<file path="src/rtl/tx_slot_packer_pkg.sv">
`default_nettype none
// ============================================================================
//  Module      : tx_slot_packer_pkg
//  Description : Shared definitions for the transmit slot packer: slot tag
//                field layout, saturation limits, packer state encoding and
//                status bus field offsets (also used by the receive-side
//                status decoder).
//  Revision    : 1.0 - initial release
// ============================================================================
package tx_slot_packer_pkg;

    // Slot tag layout: bit0 = imag flag, bits[7:1] = channel index
    localparam int TAG_WIDTH    = 8;
    localparam int TAG_IMAG_BIT = 0;
    localparam int TAG_CHAN_LSB = 1;
    localparam int TAG_CHAN_W   = 7;

    // Status bus layout: {drop_cnt[15:0], seq_err_cnt[15:0], frame_cnt[31:0]}
    localparam int STAT_WIDTH     = 64;
    localparam int STAT_FRAME_LSB = 0;
    localparam int STAT_FRAME_W   = 32;
    localparam int STAT_SEQ_LSB   = 32;
    localparam int STAT_SEQ_W     = 16;
    localparam int STAT_DROP_LSB  = 48;
    localparam int STAT_DROP_W    = 16;

    typedef enum logic [1:0] {
        ST_FILL = 2'd0,
        ST_HOLD = 2'd1,
        ST_HUNT = 2'd2
    } state_t;

    // Largest / smallest representable value of a signed w-bit sample
    function automatic logic signed [63:0] sat_max(input int w);
        return (64'sd1 <<< (w - 1)) - 64'sd1;
    endfunction

    function automatic logic signed [63:0] sat_min(input int w);
        return -(64'sd1 <<< (w - 1));
    endfunction

    // Counters stick at all-ones rather than wrapping
    function automatic logic [15:0] inc_sat16(input logic [15:0] v);
        return (&v) ? v : v + 16'd1;
    endfunction

    function automatic logic [31:0] inc_sat32(input logic [31:0] v);
        return (&v) ? v : v + 32'd1;
    endfunction

endpackage
`default_nettype wire

</file>
<file path="src/rtl/tx_slot_packer_sat_shl.sv">
`default_nettype none
// ============================================================================
//  Module      : sat_shl
//  Description : Signed arithmetic left shift by a variable amount with
//                symmetric saturation to the SAMP_WIDTH signed range.
//                Purely combinational.
//  Ports       : i_data  - signed input sample
//                i_shift - left shift amount
//                o_data  - shifted, saturated sample
//  Revision    : 1.0 - initial release
// ============================================================================
module sat_shl
    import tx_slot_packer_pkg::*;
#(
    parameter int SAMP_WIDTH  = 16,
    parameter int SHIFT_WIDTH = 5
) (
    input  logic signed [SAMP_WIDTH-1:0]  i_data,
    input  logic        [SHIFT_WIDTH-1:0] i_shift,
    output logic signed [SAMP_WIDTH-1:0]  o_data
);

    // 32 guard bits hold any shift up to 31 without losing the sign
    localparam int C_EXT = SAMP_WIDTH + 32;
    localparam logic signed [C_EXT-1:0] C_MAX = C_EXT'(sat_max(SAMP_WIDTH));
    localparam logic signed [C_EXT-1:0] C_MIN = C_EXT'(sat_min(SAMP_WIDTH));

    logic signed [C_EXT-1:0] w_ext;
    logic signed [C_EXT-1:0] w_shl;

    assign w_ext = {{32{i_data[SAMP_WIDTH-1]}}, i_data};
    assign w_shl = w_ext <<< i_shift;

    always_comb begin
        o_data = w_shl[SAMP_WIDTH-1:0];
        if (w_shl > C_MAX) begin
            o_data = C_MAX[SAMP_WIDTH-1:0];
        end else if (w_shl < C_MIN) begin
            o_data = C_MIN[SAMP_WIDTH-1:0];
        end
    end

endmodule
`default_nettype wire

</file>
<file path="src/rtl/tx_slot_packer.sv">
`default_nettype none
// ============================================================================
//  Module      : tx_slot_packer
//  Description : Transmit frame assembler. Takes a TDM, slot-tagged IQ sample
//                stream, undoes the per-channel gain shift (left shift with
//                saturation) and packs NUM_CHANS complex samples into one wide
//                output frame. Checks slot ordering and resynchronises on
//                errors; frame / sequence-error / drop counters on status.
//  Ports       : aclk, areset         - clock, synchronous active-high reset
//                s_tdata/tuser/tvalid/tready - tagged sample input stream
//                cfg_shift            - per-channel left shift
//                m_tdata/tvalid/tready - packed frame output stream
//                status               - {drop, seq_err, frame} counters
//  Revision    : 1.0 - initial release
// ============================================================================
module tx_slot_packer
    import tx_slot_packer_pkg::*;
#(
    parameter int SAMP_WIDTH  = 16,
    parameter int NUM_CHANS   = 13,
    parameter int SHIFT_WIDTH = 5
) (
    input  logic                              aclk,
    input  logic                              areset,
    input  logic [SAMP_WIDTH-1:0]             s_tdata,
    input  logic [7:0]                        s_tuser,
    input  logic                              s_tvalid,
    output logic                              s_tready,
    input  logic [SHIFT_WIDTH*NUM_CHANS-1:0]  cfg_shift,
    output logic [SAMP_WIDTH*NUM_CHANS*2-1:0] m_tdata,
    output logic                              m_tvalid,
    input  logic                              m_tready,
    output logic [63:0]                       status
);

    localparam int C_SLOTS = 2 * NUM_CHANS;
    localparam int C_FW    = SAMP_WIDTH * C_SLOTS;
    localparam logic [TAG_WIDTH-1:0] C_LAST_SLOT = TAG_WIDTH'(C_SLOTS - 1);

    state_t                           r_state;
    logic [TAG_WIDTH-1:0]             r_slot;
    logic [C_FW-1:0]                  r_buf;
    logic [SHIFT_WIDTH*NUM_CHANS-1:0] r_shift;
    logic [C_FW-1:0]                  r_mdata;
    logic                             r_mvalid;
    logic [31:0]                      r_frame_cnt;
    logic [15:0]                      r_seq_cnt;
    logic [15:0]                      r_drop_cnt;

    logic                             w_ready;
    logic                             w_out_free;
    logic                             w_match;
    logic                             w_tag_zero;
    logic [TAG_CHAN_W-1:0]            w_chan;
    logic [SHIFT_WIDTH-1:0]           w_shift;
    logic [SAMP_WIDTH-1:0]            w_sat;
    logic [C_FW-1:0]                  w_merged;

    assign w_ready    = (r_state != ST_HOLD);
    assign w_out_free = !r_mvalid || m_tready;
    assign w_match    = (s_tuser == r_slot);
    assign w_tag_zero = (s_tuser == '0);
    assign w_chan     = s_tuser[TAG_CHAN_LSB +: TAG_CHAN_W];

    // A tag-0 sample always starts a frame and the shifts are latched on that
    // same edge, so it must use cfg_shift directly; every later slot uses the
    // latched copy so a mid-frame reconfiguration cannot split a frame.
    always_comb begin
        w_shift = '0;
        if (w_tag_zero) begin
            w_shift = cfg_shift[SHIFT_WIDTH-1:0];
        end else begin
            for (int k = 0; k < NUM_CHANS; k++) begin
                if (w_chan == TAG_CHAN_W'(k)) begin
                    w_shift = r_shift[k*SHIFT_WIDTH +: SHIFT_WIDTH];
                end
            end
        end
    end

    sat_shl #(
        .SAMP_WIDTH  (SAMP_WIDTH),
        .SHIFT_WIDTH (SHIFT_WIDTH)
    ) u_sat_shl (
        .i_data  (s_tdata),
        .i_shift (w_shift),
        .o_data  (w_sat)
    );

    // Buffer with the last slot replaced by the sample arriving now, so a
    // completed frame goes straight to the output in one cycle.
    always_comb begin
        w_merged = r_buf;
        w_merged[(C_SLOTS-1)*SAMP_WIDTH +: SAMP_WIDTH] = w_sat;
    end

    always_ff @(posedge aclk) begin
        if (areset) begin
            r_state     <= ST_FILL;
            r_slot      <= '0;
            r_buf       <= '0;
            r_shift     <= '0;
            r_mdata     <= '0;
            r_mvalid    <= 1'b0;
            r_frame_cnt <= '0;
            r_seq_cnt   <= '0;
            r_drop_cnt  <= '0;
        end else begin
            // Output drains; a load below in the same cycle takes precedence
            if (r_mvalid && m_tready) begin
                r_mvalid <= 1'b0;
            end

            case (r_state)
                ST_FILL: begin
                    if (s_tvalid) begin
                        if (w_match) begin
                            if (r_slot == '0) begin
                                r_shift <= cfg_shift;
                            end
                            if (r_slot == C_LAST_SLOT) begin
                                if (w_out_free) begin
                                    r_mdata     <= w_merged;
                                    r_mvalid    <= 1'b1;
                                    r_frame_cnt <= inc_sat32(r_frame_cnt);
                                    r_slot      <= '0;
                                end else begin
                                    r_buf[(C_SLOTS-1)*SAMP_WIDTH +: SAMP_WIDTH] <= w_sat;
                                    r_state <= ST_HOLD;
                                end
                            end else begin
                                r_buf[int'(r_slot)*SAMP_WIDTH +: SAMP_WIDTH] <= w_sat;
                                r_slot <= r_slot + 1'b1;
                            end
                        end else begin
                            r_seq_cnt <= inc_sat16(r_seq_cnt);
                            if (r_slot != '0) begin
                                r_drop_cnt <= inc_sat16(r_drop_cnt);
                            end
                            if (w_tag_zero) begin
                                r_buf[SAMP_WIDTH-1:0] <= w_sat;
                                r_shift <= cfg_shift;
                                r_slot  <= TAG_WIDTH'(1);
                            end else begin
                                r_slot  <= '0;
                                r_state <= ST_HUNT;
                            end
                        end
                    end
                end

                ST_HOLD: begin
                    if (w_out_free) begin
                        r_mdata     <= r_buf;
                        r_mvalid    <= 1'b1;
                        r_frame_cnt <= inc_sat32(r_frame_cnt);
                        r_slot      <= '0;
                        r_state     <= ST_FILL;
                    end
                end

                ST_HUNT: begin
                    if (s_tvalid) begin
                        if (w_tag_zero) begin
                            r_buf[SAMP_WIDTH-1:0] <= w_sat;
                            r_shift <= cfg_shift;
                            r_slot  <= TAG_WIDTH'(1);
                            r_state <= ST_FILL;
                        end else begin
                            r_drop_cnt <= inc_sat16(r_drop_cnt);
                        end
                    end
                end

                default: begin
                    r_state <= ST_FILL;
                    r_slot  <= '0;
                end
            endcase
        end
    end

    assign s_tready = w_ready;
    assign m_tdata  = r_mdata;
    assign m_tvalid = r_mvalid;

    always_comb begin
        status = '0;
        status[STAT_FRAME_LSB +: STAT_FRAME_W] = r_frame_cnt;
        status[STAT_SEQ_LSB   +: STAT_SEQ_W]   = r_seq_cnt;
        status[STAT_DROP_LSB  +: STAT_DROP_W]  = r_drop_cnt;
    end

endmodule
`default_nettype wire

</file>
<file path="config.mk">
export PLATFORM = sky130hd
export DESIGN_NAME = tx_slot_packer
export DESIGN_NICKNAME = d
export VERILOG_FILES = /design/src/rtl/tx_slot_packer_pkg.sv /design/src/rtl/tx_slot_packer_sat_shl.sv /design/src/rtl/tx_slot_packer.sv
export SDC_FILE = /design/constraint.sdc
export NUM_CORES = 2
export LEC_CHECK = 0
export ABC_AREA = 1
export BUFFER_PORTS_ARGS = -buffer_cell sky130_fd_sc_hd__clkbuf_2
export CORE_ASPECT_RATIO = 1.75
export CORE_MARGIN = 8
export CORE_UTILIZATION = 62
export DETAILED_ROUTE_END_ITERATION = 6
export HOLD_SLACK_MARGIN = 0.12
export PLACE_DENSITY = 0.93
export SLEW_MARGIN = 40
export SYNTH_ARGS = -nofsm -noshare
export SYNTH_HDL_FRONTEND = slang
export SYNTH_HIERARCHICAL = 1
export SYNTH_SLANG_ARGS = --single-unit
</file>
<file path="constraint.sdc">
create_clock -name aclk -period 7.65 [get_ports aclk]
set_clock_uncertainty 0.1 [all_clocks]
set_input_delay 1.53 -clock aclk [delete_from_list [all_inputs] [get_ports aclk]]
set_output_delay 1.53 -clock aclk [all_outputs]
set_load 0.005 [all_outputs]
</file>
==> run metrics <==
Site Rows 126; pin count of the biggest net entering global routing 206; multiplexer share of the synthesized area 0%; Post-Synthesis Cell Area 42100 um^2; Seq cells post-synth 972; simple-gate share of the synthesized area 30.8%; Hold Path Origin r_buf[203]$_SDFFE_PP0P_; gr ovfl total 0; # diodes 0; clk_lat worst skew 0.66 ns; Syn Area/Cell 6.90 um^2; Hold Fails Final Rpt 0; Primary FF master, synth dfxtp_1; WL final 165 mm; worst reg2reg path endpoint r_buf[216]$_SDFFE_PP0P_; register-to-register setup slack 1.64 ns; Synth async-reset ratio 0%; total CTS buffers 83; yosys warns 6; post-synthesis adder-cell area fraction 0.208%; slowest CP cell nand2_1; Critical Path Start Type primary input; Die Area 76900 um^2; vias in the first global route 41700; final RePlAce weighted congestion 1.01; setup bufs post-CTS 0; iteration count of the initial detailed-routing pass 7; endpoint class of the critical path flop; aggregate negative setup slack 0 ns; synth top area cells dfxtp_1, nor2_1, o21ai_0; critical path's top delay family simple AND/OR/NAND/NOR gates; Worst-path clk slew 0.07 ns; status finished, violations left; # port buffers 574; Core Area 67300 um^2; nets 6490; Worst EP arrival 7.60 ns; CP bufs+invs 5; io pins 575; hold endpoint m_tdata[203]$_SDFFE_PP0P_; power density cells 213 nW/um^2; global-route wire length before repair 245 mm; Hold Crit Depth 2; Crit path depth 31; cts-stage hold buffer count 0; Synth-to-Final Area Change 13.0%; vias per inst 6.01; CP most frequent cell nand2_1; largest area contributor in the netlist dfxtp_1; Tightest Pin Transition 0.911 ns; Reg2Reg Depth 30; Post-Synth XOR/XNOR Area 0.971%; DRC 17; final number of setup-violating endpoints 0; Pleak 20.9 nW; RSZ-0062 raised after global routing no; Seq/Total Area, Yosys 46.2%; placed cell areas 44900 um^2; final instance area 47600 um^2; Worst VDD drop 0.196 mV; CTS tree done; DR WL/cell 22.4 um; post-synth top area share 46.2%; fin crit share 93.2%; Final Util 70.7%; Period minus WS final 7.13 ns; Cell variety after synth 46; Post-Syn Instances 6102; highest clock rate 140 MHz; routed via count 44200; final hold slack 0.338 ns; RR Startpoint r_shift[0]$_SDFFE_PP0P_; post-route antenna net violation count 0; WP data required 8.12 ns; Tot Pwr 0.0101 W; most common library cells after synthesis nor2_1, dfxtp_1, o21ai_0, nand2_1, clkbuf_1; CP Class primary input to flop; deepest clock path buffer count 3; CP peak stage delay 0.57 ns; Die X-Extent 213 um; antenna violations before repair 1; headroom to the max-slew limit 39.3%; max-slew violations 0; max-cap viol count 0; Num Clock Sinks 972; H-tree levels 3; initial core utilization 62.6%; combinational family with the most area after synthesis simple AND/OR/NAND/NOR gates; chip height 361 um; Worst Path Max Fanout 17; Iteration-0 DRC Markers 6032; failing checks design-rule violations; Post-synth EDFFs 0; share of layout cells above drive strength 1 13.9%; Synth Area in Compound Gates 14.7%; most common cell in the netlist nor2_1; clk root buf clkbuf_16; CTS resizes 0; GRT Util Overall 41.3%; Synth Net Count 6202; HP Class flop to flop; HPWL after detailed placement 114 mm
where the power goes:
group	internal, W	switching (W)	leakage (nW)
Combinational	0.000178	0.000524	11.7
Clock	0.00230	0.00198	1.30
Sequential	0.00512	0.0000445	7.84
layer usage:
layer	global-route usage (%)	vias to the layer above	part of all wire (%)
li1	-	20400	-
met1	41.7	20200	31
met2	66.8	2817	46
met3	13.8	837	12
met4	37.2	2	11
met5	0	-	0.0079
flip-flops by register name, summed over array words and instances, names as in the netlist, 2 cells and up:
signal and count:
m_tdata 416, r_buf 416, r_shift 65, r_seq_cnt 16, r_drop_cnt 16, r_frame_cnt 32, r_state 2, r_slot 8
cell usage in the layout (no fill, tap or decap), types with 16 or more instances in the layout:
cell | synthesis | final
clkbuf_2 | 0 | 573
a31oi_1 | 21 | 21
nand2_1 | 704 | 701
dfxtp_1 | 972 | 972
nand4_1 | 67 | 67
inv_1 | 280 | 276
a21oi_1 | 285 | 285
nand2_2 | 32 | 34
clkbuf_16 | 0 | 84
clkinv_2 | 0 | 18
clkbuf_1 | 309 | 16
nor4_1 | 63 | 63
nor3_1 | 185 | 184
o21ai_0 | 887 | 887
nor2_1 | 1806 | 1804
buf_4 | 14 | 46
nand3_2 | 30 | 30
inv_2 | 24 | 25
nand3_1 | 201 | 200
xor2_1 | 29 | 29
logic make-up after synthesis:
| group | after synthesis |
|---|---|
| adders and majority gates | 7 |
| DFF | 972 |
| buffers and inverters | 739 |
| and+or+nand+nor | 3120 |
| xor gates and xnor gates | 45 |
| AOI/OAI and AO/OA | 1219 |
worst min-delay path: stages, from the launching register on:
cell,delay [ns]
dfxtp_1,0.30
inv_1,0.06
a21oi_1,0.06
cell type report:
type	instances	area [um^2]
inverter	310	1200
clock inverter	38	372
sequential	972	19500
multi-input combinational	4391	19700
clock buffer	110	2300
fill	5612	19700
timing repair buffer	632	3410
tap	896	1120
per-stage QoR:
step                      setup WS, ns  std cells
final                            0.519       7349
after global routing             0.354       7349
after CTS                         1.08       7348
after detailed placement         0.420       7200
after global placement           0.394       7198
after floorplan                   2.40       6102
worst max-delay path by stage:
stage               startpoint  slack (ns)                      end
global route        s_tuser[4]        0.35  r_buf[216]$_SDFFE_PP0P_
CTS                 s_tuser[4]        1.08  r_buf[216]$_SDFFE_PP0P_
finish              s_tuser[2]        0.52  r_buf[216]$_SDFFE_PP0P_
global placement    s_tuser[4]        0.39  r_buf[216]$_SDFFE_PP0P_
detailed placement  s_tuser[4]        0.42  r_buf[216]$_SDFFE_PP0P_
floorplan           s_tuser[6]        2.40  r_buf[405]$_SDFFE_PP0P_
Power figures use the tool's default switching activity.
